`src/rtl/scie_issue_sequencer.sv`:
```
// rtl/scie_issue_sequencer.sv - SCIE initiator: command FIFO, credit-limited issue, fixed-latency capture, in-order response FIFO
module scie_issue_sequencer #(
    parameter int XLEN      = 32,
    parameter int LATENCY   = 1,
    parameter int CMD_DEPTH = 4,
    parameter int RSP_DEPTH = 4
) (
    input  logic            clock,
    input  logic            reset,
    input  logic            io_cmd_valid,
    output logic            io_cmd_ready,
    input  logic [31:0]     io_cmd_insn,
    input  logic [XLEN-1:0] io_cmd_rs1,
    input  logic [XLEN-1:0] io_cmd_rs2,
    input  logic            io_drain,
    output logic            io_scie_valid,
    output logic [31:0]     io_scie_insn,
    output logic [XLEN-1:0] io_scie_rs1,
    output logic [XLEN-1:0] io_scie_rs2,
    input  logic [XLEN-1:0] io_scie_rd,
    output logic            io_rsp_valid,
    input  logic            io_rsp_ready,
    output logic [XLEN-1:0] io_rsp_data,
    output logic            io_busy
);
    localparam int CPW = $clog2(CMD_DEPTH);
    localparam int RPW = $clog2(RSP_DEPTH);
    localparam int CCW = CPW + 1;
    localparam int RCW = RPW + 1;

    localparam logic [1:0] ST_IDLE   = 2'd0;
    localparam logic [1:0] ST_ACTIVE = 2'd1;
    localparam logic [1:0] ST_STALL  = 2'd2;

    logic [31:0]     cmd_insn_mem [CMD_DEPTH];
    logic [XLEN-1:0] cmd_rs1_mem  [CMD_DEPTH];
    logic [XLEN-1:0] cmd_rs2_mem  [CMD_DEPTH];
    logic [XLEN-1:0] rsp_mem      [RSP_DEPTH];

    logic [CPW-1:0]     cmd_wr_ptr, cmd_rd_ptr;
    logic [CCW-1:0]     cmd_count, cmd_count_nx;
    logic [RPW-1:0]     rsp_wr_ptr, rsp_rd_ptr;
    logic [RCW-1:0]     rsp_count, rsp_count_nx;
    logic [RCW-1:0]     inflight, inflight_nx;
    logic [LATENCY-1:0] cap_pipe;
    logic [1:0]         state, state_nx;

    logic cmd_full, cmd_push, credit_ok, issue, bypass, cmd_pop, cmd_write, capture, rsp_pop;

    // Ready is gated by reset itself so it reads 0 for the whole time reset is held.
    assign cmd_full     = (cmd_count == CCW'(CMD_DEPTH));
    assign io_cmd_ready = reset && !cmd_full && !io_drain;
    assign cmd_push     = io_cmd_valid && io_cmd_ready;
    assign credit_ok    = (({1'b0, inflight} + {1'b0, rsp_count}) < (RCW + 1)'(RSP_DEPTH));
    // An empty FIFO lets the incoming command go straight to the issue registers.
    assign issue        = ((cmd_count != '0) || cmd_push) && credit_ok;
    assign bypass       = issue && (cmd_count == '0);
    assign cmd_pop      = issue && !bypass;
    assign cmd_write    = cmd_push && !bypass;
    assign capture      = cap_pipe[LATENCY-1];
    assign io_rsp_valid = (rsp_count != '0);
    assign rsp_pop      = io_rsp_valid && io_rsp_ready;
    assign io_rsp_data  = io_rsp_valid ? rsp_mem[rsp_rd_ptr] : '0;
    assign io_busy      = (state != ST_IDLE) || (rsp_count != '0);

    always_comb begin
        cmd_count_nx = cmd_count;
        if (cmd_write && !cmd_pop)
            cmd_count_nx = cmd_count + CCW'(1);
        else if (!cmd_write && cmd_pop)
            cmd_count_nx = cmd_count - CCW'(1);

        inflight_nx = inflight;
        if (issue && !capture)
            inflight_nx = inflight + RCW'(1);
        else if (!issue && capture)
            inflight_nx = inflight - RCW'(1);

        rsp_count_nx = rsp_count;
        if (capture && !rsp_pop)
            rsp_count_nx = rsp_count + RCW'(1);
        else if (!capture && rsp_pop)
            rsp_count_nx = rsp_count - RCW'(1);

        if ((cmd_count_nx == '0) && (inflight_nx == '0))
            state_nx = ST_IDLE;
        else if ((cmd_count_nx != '0) &&
                 (({1'b0, inflight_nx} + {1'b0, rsp_count_nx}) >= (RCW + 1)'(RSP_DEPTH)))
            state_nx = ST_STALL;
        else
            state_nx = ST_ACTIVE;
    end

    always_ff @(posedge clock) begin
        if (cmd_write) begin
            cmd_insn_mem[cmd_wr_ptr] <= io_cmd_insn;
            cmd_rs1_mem[cmd_wr_ptr]  <= io_cmd_rs1;
            cmd_rs2_mem[cmd_wr_ptr]  <= io_cmd_rs2;
        end
        if (capture)
            rsp_mem[rsp_wr_ptr] <= io_scie_rd;
    end

    always_ff @(posedge clock or negedge reset) begin
        if (!reset) begin
            cmd_wr_ptr    <= '0;
            cmd_rd_ptr    <= '0;
            cmd_count     <= '0;
            rsp_wr_ptr    <= '0;
            rsp_rd_ptr    <= '0;
            rsp_count     <= '0;
            inflight      <= '0;
            cap_pipe      <= '0;
            state         <= ST_IDLE;
            io_scie_valid <= 1'b0;
            io_scie_insn  <= '0;
            io_scie_rs1   <= '0;
            io_scie_rs2   <= '0;
        end else begin
            if (cmd_write)
                cmd_wr_ptr <= cmd_wr_ptr + CPW'(1);
            if (cmd_pop)
                cmd_rd_ptr <= cmd_rd_ptr + CPW'(1);
            if (capture)
                rsp_wr_ptr <= rsp_wr_ptr + RPW'(1);
            if (rsp_pop)
                rsp_rd_ptr <= rsp_rd_ptr + RPW'(1);
            cmd_count     <= cmd_count_nx;
            rsp_count     <= rsp_count_nx;
            inflight      <= inflight_nx;
            state         <= state_nx;
            // Stage k high means the issue happened k+1 cycles ago; the last stage marks io_scie_rd valid.
            cap_pipe      <= LATENCY'({cap_pipe, io_scie_valid});
            io_scie_valid <= issue;
            if (!issue) begin
                io_scie_insn <= '0;
                io_scie_rs1  <= '0;
                io_scie_rs2  <= '0;
            end else if (bypass) begin
                io_scie_insn <= io_cmd_insn;
                io_scie_rs1  <= io_cmd_rs1;
                io_scie_rs2  <= io_cmd_rs2;
            end else begin
                io_scie_insn <= cmd_insn_mem[cmd_rd_ptr];
                io_scie_rs1  <= cmd_rs1_mem[cmd_rd_ptr];
                io_scie_rs2  <= cmd_rs2_mem[cmd_rd_ptr];
            end
        end
    end
endmodule
```
`config.mk`:
```
export PLATFORM = sky130hd
export DESIGN_NAME = scie_issue_sequencer
export DESIGN_NICKNAME = d
export VERILOG_FILES = /design/src/rtl/scie_issue_sequencer.sv
export SDC_FILE = /design/constraint.sdc
export NUM_CORES = 1
export LEC_CHECK = 0
export CAP_MARGIN = 0
export CELL_PAD_IN_SITES_DETAIL_PLACEMENT = 1
export CELL_PAD_IN_SITES_GLOBAL_PLACEMENT = 1
export CORE_AREA = 2 2 226 228
export DETAILED_ROUTE_END_ITERATION = 12
export DIE_AREA = 0 0 228 230
export PLACE_DENSITY = 0.86
export SETUP_SLACK_MARGIN = 0.3
export SYNTH_ARGS = -nofsm -noshare
export SYNTH_HDL_FRONTEND = slang
export SYNTH_SLANG_ARGS = --single-unit
```
`constraint.sdc`:
```
create_clock -name clock -period 5 [get_ports clock]
set_input_delay 0.5 -clock clock [delete_from_list [all_inputs] [get_ports clock]]
set_output_delay 0.5 -clock clock [all_outputs]
set_load 0.01 [all_outputs]
```
; Yosys cells after proc, flatten, opt, wreduce, memory -nomap -nowiden
; Memory sizes are Yosys's and may differ from the RTL's.
; Cells that the tools add are included.
[word_totals]
regBits = 117
latchBits = 0
ramBits = 512
romBits = 0
elab_cells = 84
mem_count = 4
[op_classes]
n_addsub = 12
mul = 0
n_div = 0
n_lt_le_gt_ge = 2
n_eq_ne = 1
shifts = 0
muxes = 19
bitwise_logic = 0
reduce_logical = 33
[memory_table]
columns = memory, words, width, read_ports, rd_ports_with_merged_regs, write_ports, line_no
row1 = cmd_insn_mem, 4, 32, 1, 0, 1, 35  ; logic [31:0] cmd_insn_mem [CMD_DEPTH];
row2 = cmd_rs1_mem, 4, 32, 1, 0, 1, 36  ; logic [XLEN-1:0] cmd_rs1_mem [CMD_DEPTH];
row3 = cmd_rs2_mem, 4, 32, 1, 0, 1, 37  ; logic [XLEN-1:0] cmd_rs2_mem [CMD_DEPTH];
row4 = rsp_mem, 4, 32, 1, 0, 1, 38  ; logic [XLEN-1:0] rsp_mem [RSP_DEPTH];
[op_table]
columns = op, n
row1 = 2-to-1 mux 32 bit, 7
row2 = 2-to-1 mux 3 bit, 6
row3 = logical AND 1 bit, 16
row4 = adder 3 x 1 -> 3 bit (second input constant), 3
row5 = logical NOT 3 bit, 3
row6 = nonzero test 3 bit, 3
row7 = subtractor 3 x 1 -> 3 bit (second input constant), 3
row8 = adder 2 x 1 -> 2 bit (second input constant), 4
row9 = adder 3 x 3 -> 4 bit, 2
row10 = logical NOT 1 bit, 8
row11 = >= comparator 4 x 3 -> 1 bit (second input constant), 1
row12 = < comparator 4 x 3 -> 1 bit (second input constant), 1
row13 = 2-to-1 mux 1 bit, 4
row14 = 2-to-1 mux 2 bit, 2
row15 = == test 3 bit (second input constant), 1
row16 = logical OR 1 bit, 2
row17 = nonzero test 2 bit, 1

; Logic depth before layout (Yosys ltp)
[depth]
word_depth = 18
depth_mapped = 13
depth_no_buf = 12

; Worst setup path before layout
; Ideal clock, no wire load.
[synth_timing]
kind = reg-to-reg
from = register inflight[1]
to = memory cmd_insn_mem[0][0] (enable)
setup_ns = 0.466
arrival_time_ns = 3.580
slack_ns = 0.954
stages_incl_launch_ff = 6
period_less_slack_ns = 4.046
cell_sequence = dfrtp_1 -> ha_1 -> and3_2 -> nor2_8 -> o21ai_0 -> and3_1
[synth_between]
elab_chain_len = 8
[synth_lines]
columns = item, line_no
row1 = from (decl), 44  ; logic [RCW-1:0] inflight, inflight_nx;
row2 = from (signal assigned), 130  ; inflight <= inflight_nx;
row3 = adder 3 x 3 -> 4 bit, 54  ; assign credit_ok = (({1'b0, inflight} + {1'b0, rsp_count}) < (RCW + 1)'(RSP_DEPTH));
row4 = < comparator 4 x 3 -> 1 bit, 54
row5 = logical AND 1 bit, 56  ; assign issue = ((cmd_count != '0) || cmd_push) && credit_ok;
row6 = logical AND 1 bit, 57  ; assign bypass = issue && (cmd_count == '0);
row7 = logical NOT 1 bit, 59  ; assign cmd_write = cmd_push && !bypass;
row8 = logical AND 1 bit, 59
row9 = 2-to-1 mux 1 bit, 95  ; if (cmd_write) begin
row10 = 2-to-1 mux 1 bit (implied by the code), 96  ; cmd_insn_mem[cmd_wr_ptr] <= io_cmd_insn;
row11 = to (decl), 35
; Every way passes these cells.

; Final worst setup path
[layout_timing]
from = register rsp_rd_ptr[0]
to = output io_rsp_data[6]
[layout_between]
elab_chain_len = 2
[layout_lines]
columns = item, line_no
row1 = from (decl), 42  ; logic [RPW-1:0] rsp_wr_ptr, rsp_rd_ptr;
row2 = from (signal assigned), 127  ; rsp_rd_ptr <= rsp_rd_ptr + RPW'(1);
row3 = memory read (4 x 32 bit), n/a
row4 = 2-to-1 mux 32 bit, 63  ; assign io_rsp_data = io_rsp_valid ? rsp_mem[rsp_rd_ptr] : '0;
row5 = to (decl), 23  ; output logic [XLEN-1:0] io_rsp_data,
; Every way passes these cells.

==> impl_results.md <==
- Cell internal pwr: around 12 mW
- Total setup violations reported at the end of the flow: 0
- Overall die width: 228 microns
- Clock slew seen by the registers of the worst setup and hold paths: about 0.060 ns
- Drt total wl: 60.28 mm
- Proportion of power drawn by flip-flops and latches: 40.8%
- Number of instances in the synthesized netlist: 1,212
- Leading post-synthesis cells by cell area: edfxtp_1, dfrtp_1, mux4_2
- Antenna violations before repair: 6
- I/O pin count: 265
- Max capacitance violation total: 0
- First-pass GRT wire length: 91.56 mm
- Path type of the worst min-delay path: in2async
- Total count of max-transition violations in the final report: 0
- Total number of placement rows: 82
- Register-to-Register Path Depth: 13
- DRC violation count after routing: 0
- Post-CTS repair timing setup buffer count: 0
- Synth cell types: between 50 and 60
- Synth Register Bits: 629
- Worst slew pin tran: 1.175 ns
- Insertion delay to the later sink of the worst-skew pair: 0.62 ns
- Total via count in the routed design: roughly 13,000
- Pin count of the biggest net entering global routing: 72
- Die Span Y: 230 microns
- Sequential share of the synthesized area: 77.13%
- Net load switching power: 5.178 mW
- Kind of critical path: reg2out
- Area enclosed by the die boundary: 52,440 sq um
- HPWL after detailed placement: 35.58 mm
- Layout Utilization: between 50% and 60%
- Number of I/O port buffers: 264
- Arrival time at the worst endpoint: approximately 3.1 ns
- Crit start category: register
- Leakage power: 10.23 nW
- Post-synth top flop: edfxtp_1
- Run status: finished, final reports clean
- Number of nets in the synthesized netlist: 1,365
- Switching portion of total power: 30.50%
- Avg WL per Cell: 27.03 microns
- Peak clock frequency supported by timing: 274.6 MHz
- Total number of yosys warnings: 0
- GRT Residual Overflow: 0
- Data required time of the critical path: 4.50 ns
- Maximum buffer depth of the clock tree: 3
- Ratio of total power to cell area: between 500 and 600 nW/um^2
- Proportion of layout cells with a drive suffix above 1: between 10% and 20%
- Core area: between 40,000 and 50,000 sq um
- Final layout net count: 1,654
- Layout overhead on the synthesized area: 24.10%
- Per-instance average area after synthesis: 19.58 sq um
- Number of violations reported at the end of detailed-routing iteration 0: 1,030
- Drt via density: 5.704
- Worst relative slew slack: 21.47%
- Maximum vdd ir drop: 0.3806 mV
- Vias in the first global route: 13,920
- Routability cong.: 0.7559
- CTS Hold Bufs: 0
- RSZ-0062 raised after global routing: false
- Post-synthesis cell area: 23,730 sq um
- Starting utilization of the core area: roughly 48%
- TritonCTS clock tree: yes
- Share of the clock period used by the worst path: 72.83%
- Clock sink count: 629
- Area share of the largest cell type after synthesis: 64.79%
- Critical path capture point type: primary output
- Count of TritonRoute iterations in the first routing pass: 5
- Largest driver fanout on the critical path: 24
- Overall Global Routing Usage: between 20% and 30%
- Clock network power share: between 20% and 30%
- Count of antenna-violating nets left after detailed routing: 0
- Final setup TNS: 0 ns
- Clock root buffer: clkbuf_16
- Quantity of gates resized following cts: 0
- Total number of H-tree levels: 2
- Largest area contributor in the synthesized netlist: edfxtp_1
- Final period demand of the worst path: roughly 3.6 ns
- Count of flip-flops with a built-in enable after synthesis: 512
- Final setup skew: about 0.034 ns
- Final Hold Violating Endpoints: 0
- Clock buffers created by TritonCTS: 61
- Combinational power share: 29.5%
- Share of async-settable or async-resettable flops after synthesis: 18.60%
[flip-flops by register name, indices dropped and copies added (netlist names), 3 cells and up]
register	cells
cmd_rs1_mem	128
rsp_count	3
rsp_mem	128
inflight	3
cmd_insn_mem	128
io_scie_rs1	32
cmd_count	3
cmd_rs2_mem	128
io_scie_rs2	32
io_scie_insn	32
[routing by layer]
layer  track usage [%]  share of wire [%]
met3             5.146                6.6
met4             5.984                1.9
met2             39.49                 51
met5                 0              0.078
met1             30.81                 40
[synth_stat cells, types with 2 or more instances]
| master | number |
|---|---|
| a211o_1 | 2 |
| a21oi_1 | 70 |
| a22o_1 | 35 |
| a31oi_1 | 2 |
| and2_1 | 38 |
| and3_1 | 4 |
| buf_1 | 5 |
| buf_2 | 16 |
| clkbuf_1 | 42 |
| dfrtp_1 | 117 |
| edfxtp_1 | 512 |
| ha_1 | 20 |
| inv_1 | 13 |
| mux2i_1 | 2 |
| mux4_2 | 128 |
| nand2_1 | 129 |
| nand3_1 | 6 |
| nand4_1 | 3 |
| nor2_1 | 9 |
| nor3_1 | 3 |
| nor4_1 | 3 |
| o21ai_0 | 12 |
| o21ai_1 | 2 |
| or3_1 | 3 |
| xnor2_1 | 7 |
| xor2_1 | 4 |
[logic make-up after synthesis]
logic type | Yosys count | share of synthesized area (%)
AO/OA/AOI/OAI | 131 | 3.506
adder cells (fa/ha/maj) | 21 | 1.097
buffers and inverters | 78 | 1.329
XOR/XNOR | 12 | 0.4745
AND/OR/NAND/NOR | 209 | 4.139
multiplexers | 132 | 12.33
flip-flops | 629 | 77.13
[layout make-up]
| cell class | instances | area, sq um |
|---|---|---|
| timing repair buffer | 289 | 2869 |
| multi-input combinational | 505 | 5154 |
| fill | 4350 | 20410 |
| clock inverter | 41 | 588.1 |
| clock buffer | 74 | 1615 |
| inverter | 15 | 58.81 |
| antenna | 5 | 12.51 |
| tap | 672 | 840.8 |
| sequential | 629 | 18310 |
[stage by stage]
| step | cell area, sq um | hold WS, ns | setup slack (ns) | std cells | total power, mW |
|---|---|---|---|---|---|
| 5_1_grt | 29440 | 0.1663 | 1.139 | 2227 | 17.74 |
| 4_1_cts | 29440 | 0.1565 | 1.251 | 2225 | 17.15 |
| 2_1_floorplan | 23730 | 0.2044 | 0.9537 | 1212 | 9.920 |
| 6_report | 29450 | 0.1406 | 1.358 | 2230 | 16.98 |
| 3_5_place_dp | 27230 | 0.3718 | 1.508 | 2110 | 11.98 |
| 3_3_place_gp | 27230 | 0.3696 | 1.596 | 2110 | 11.77 |
[placed cells by master (no fill, tap or decap), drive strengths merged, types with 2 or more instances in the layout]
master           n
bufinv          14
nand2          130
inv             19
xnor2            8
nand3            6
diode            5
and2            38
a21oi           70
clkbuf          74
mux2             2
a31oi            2
dfrtp          117
mux4           128
clkdlybuf4s50  263
o311ai           2
mux2i            2
o21ai           15
nor4             3
a211o            2
nor2            10
clkinvlp         4
nor3             4
buf             26
ha              20
clkinv          19
and3             5
edfxtp         512
xor2             4
or3              4
a22o            35
nand4            3
[worst max-delay path: stages, from the launching register on]
cell             delay (ns)
dfrtp_2                0.91
buf_4                  0.40
mux4_2                 0.55
and2_1                 0.18
clkdlybuf4s50_1        0.49
[power by group through the flow]
stage                     logic, mW  clock network (mW)  registers, mW
after floorplan                3.26                   0           6.66
after global placement         4.78                   0           7.00
after detailed placement       4.94                   0           7.04
after CTS                      5.06                5.15           6.95
after global routing           5.39                5.33           7.02
final                          5.01                5.05           6.92
[worst paths after layout]
path,from,to,slack [ns]
setup reg to reg,inflight[2]$_DFF_PN0_,state[0]$_DFF_PN0_,1.55
hold / removal,reset,inflight[2]$_DFF_PN0_,0.14
hold reg to reg,io_scie_valid$_DFF_PN0_,cap_pipe$_DFF_PN0_,0.38
max in group asynchronous,reset,io_scie_rs2[12]$_DFF_PN0_,3.29
setup / recovery,rsp_rd_ptr[0]$_DFFE_PN0P_,io_rsp_data[6],1.36
min in group clock,io_scie_valid$_DFF_PN0_,cap_pipe$_DFF_PN0_,0.38
Note: power is estimated with default switching activity, not from simulation.
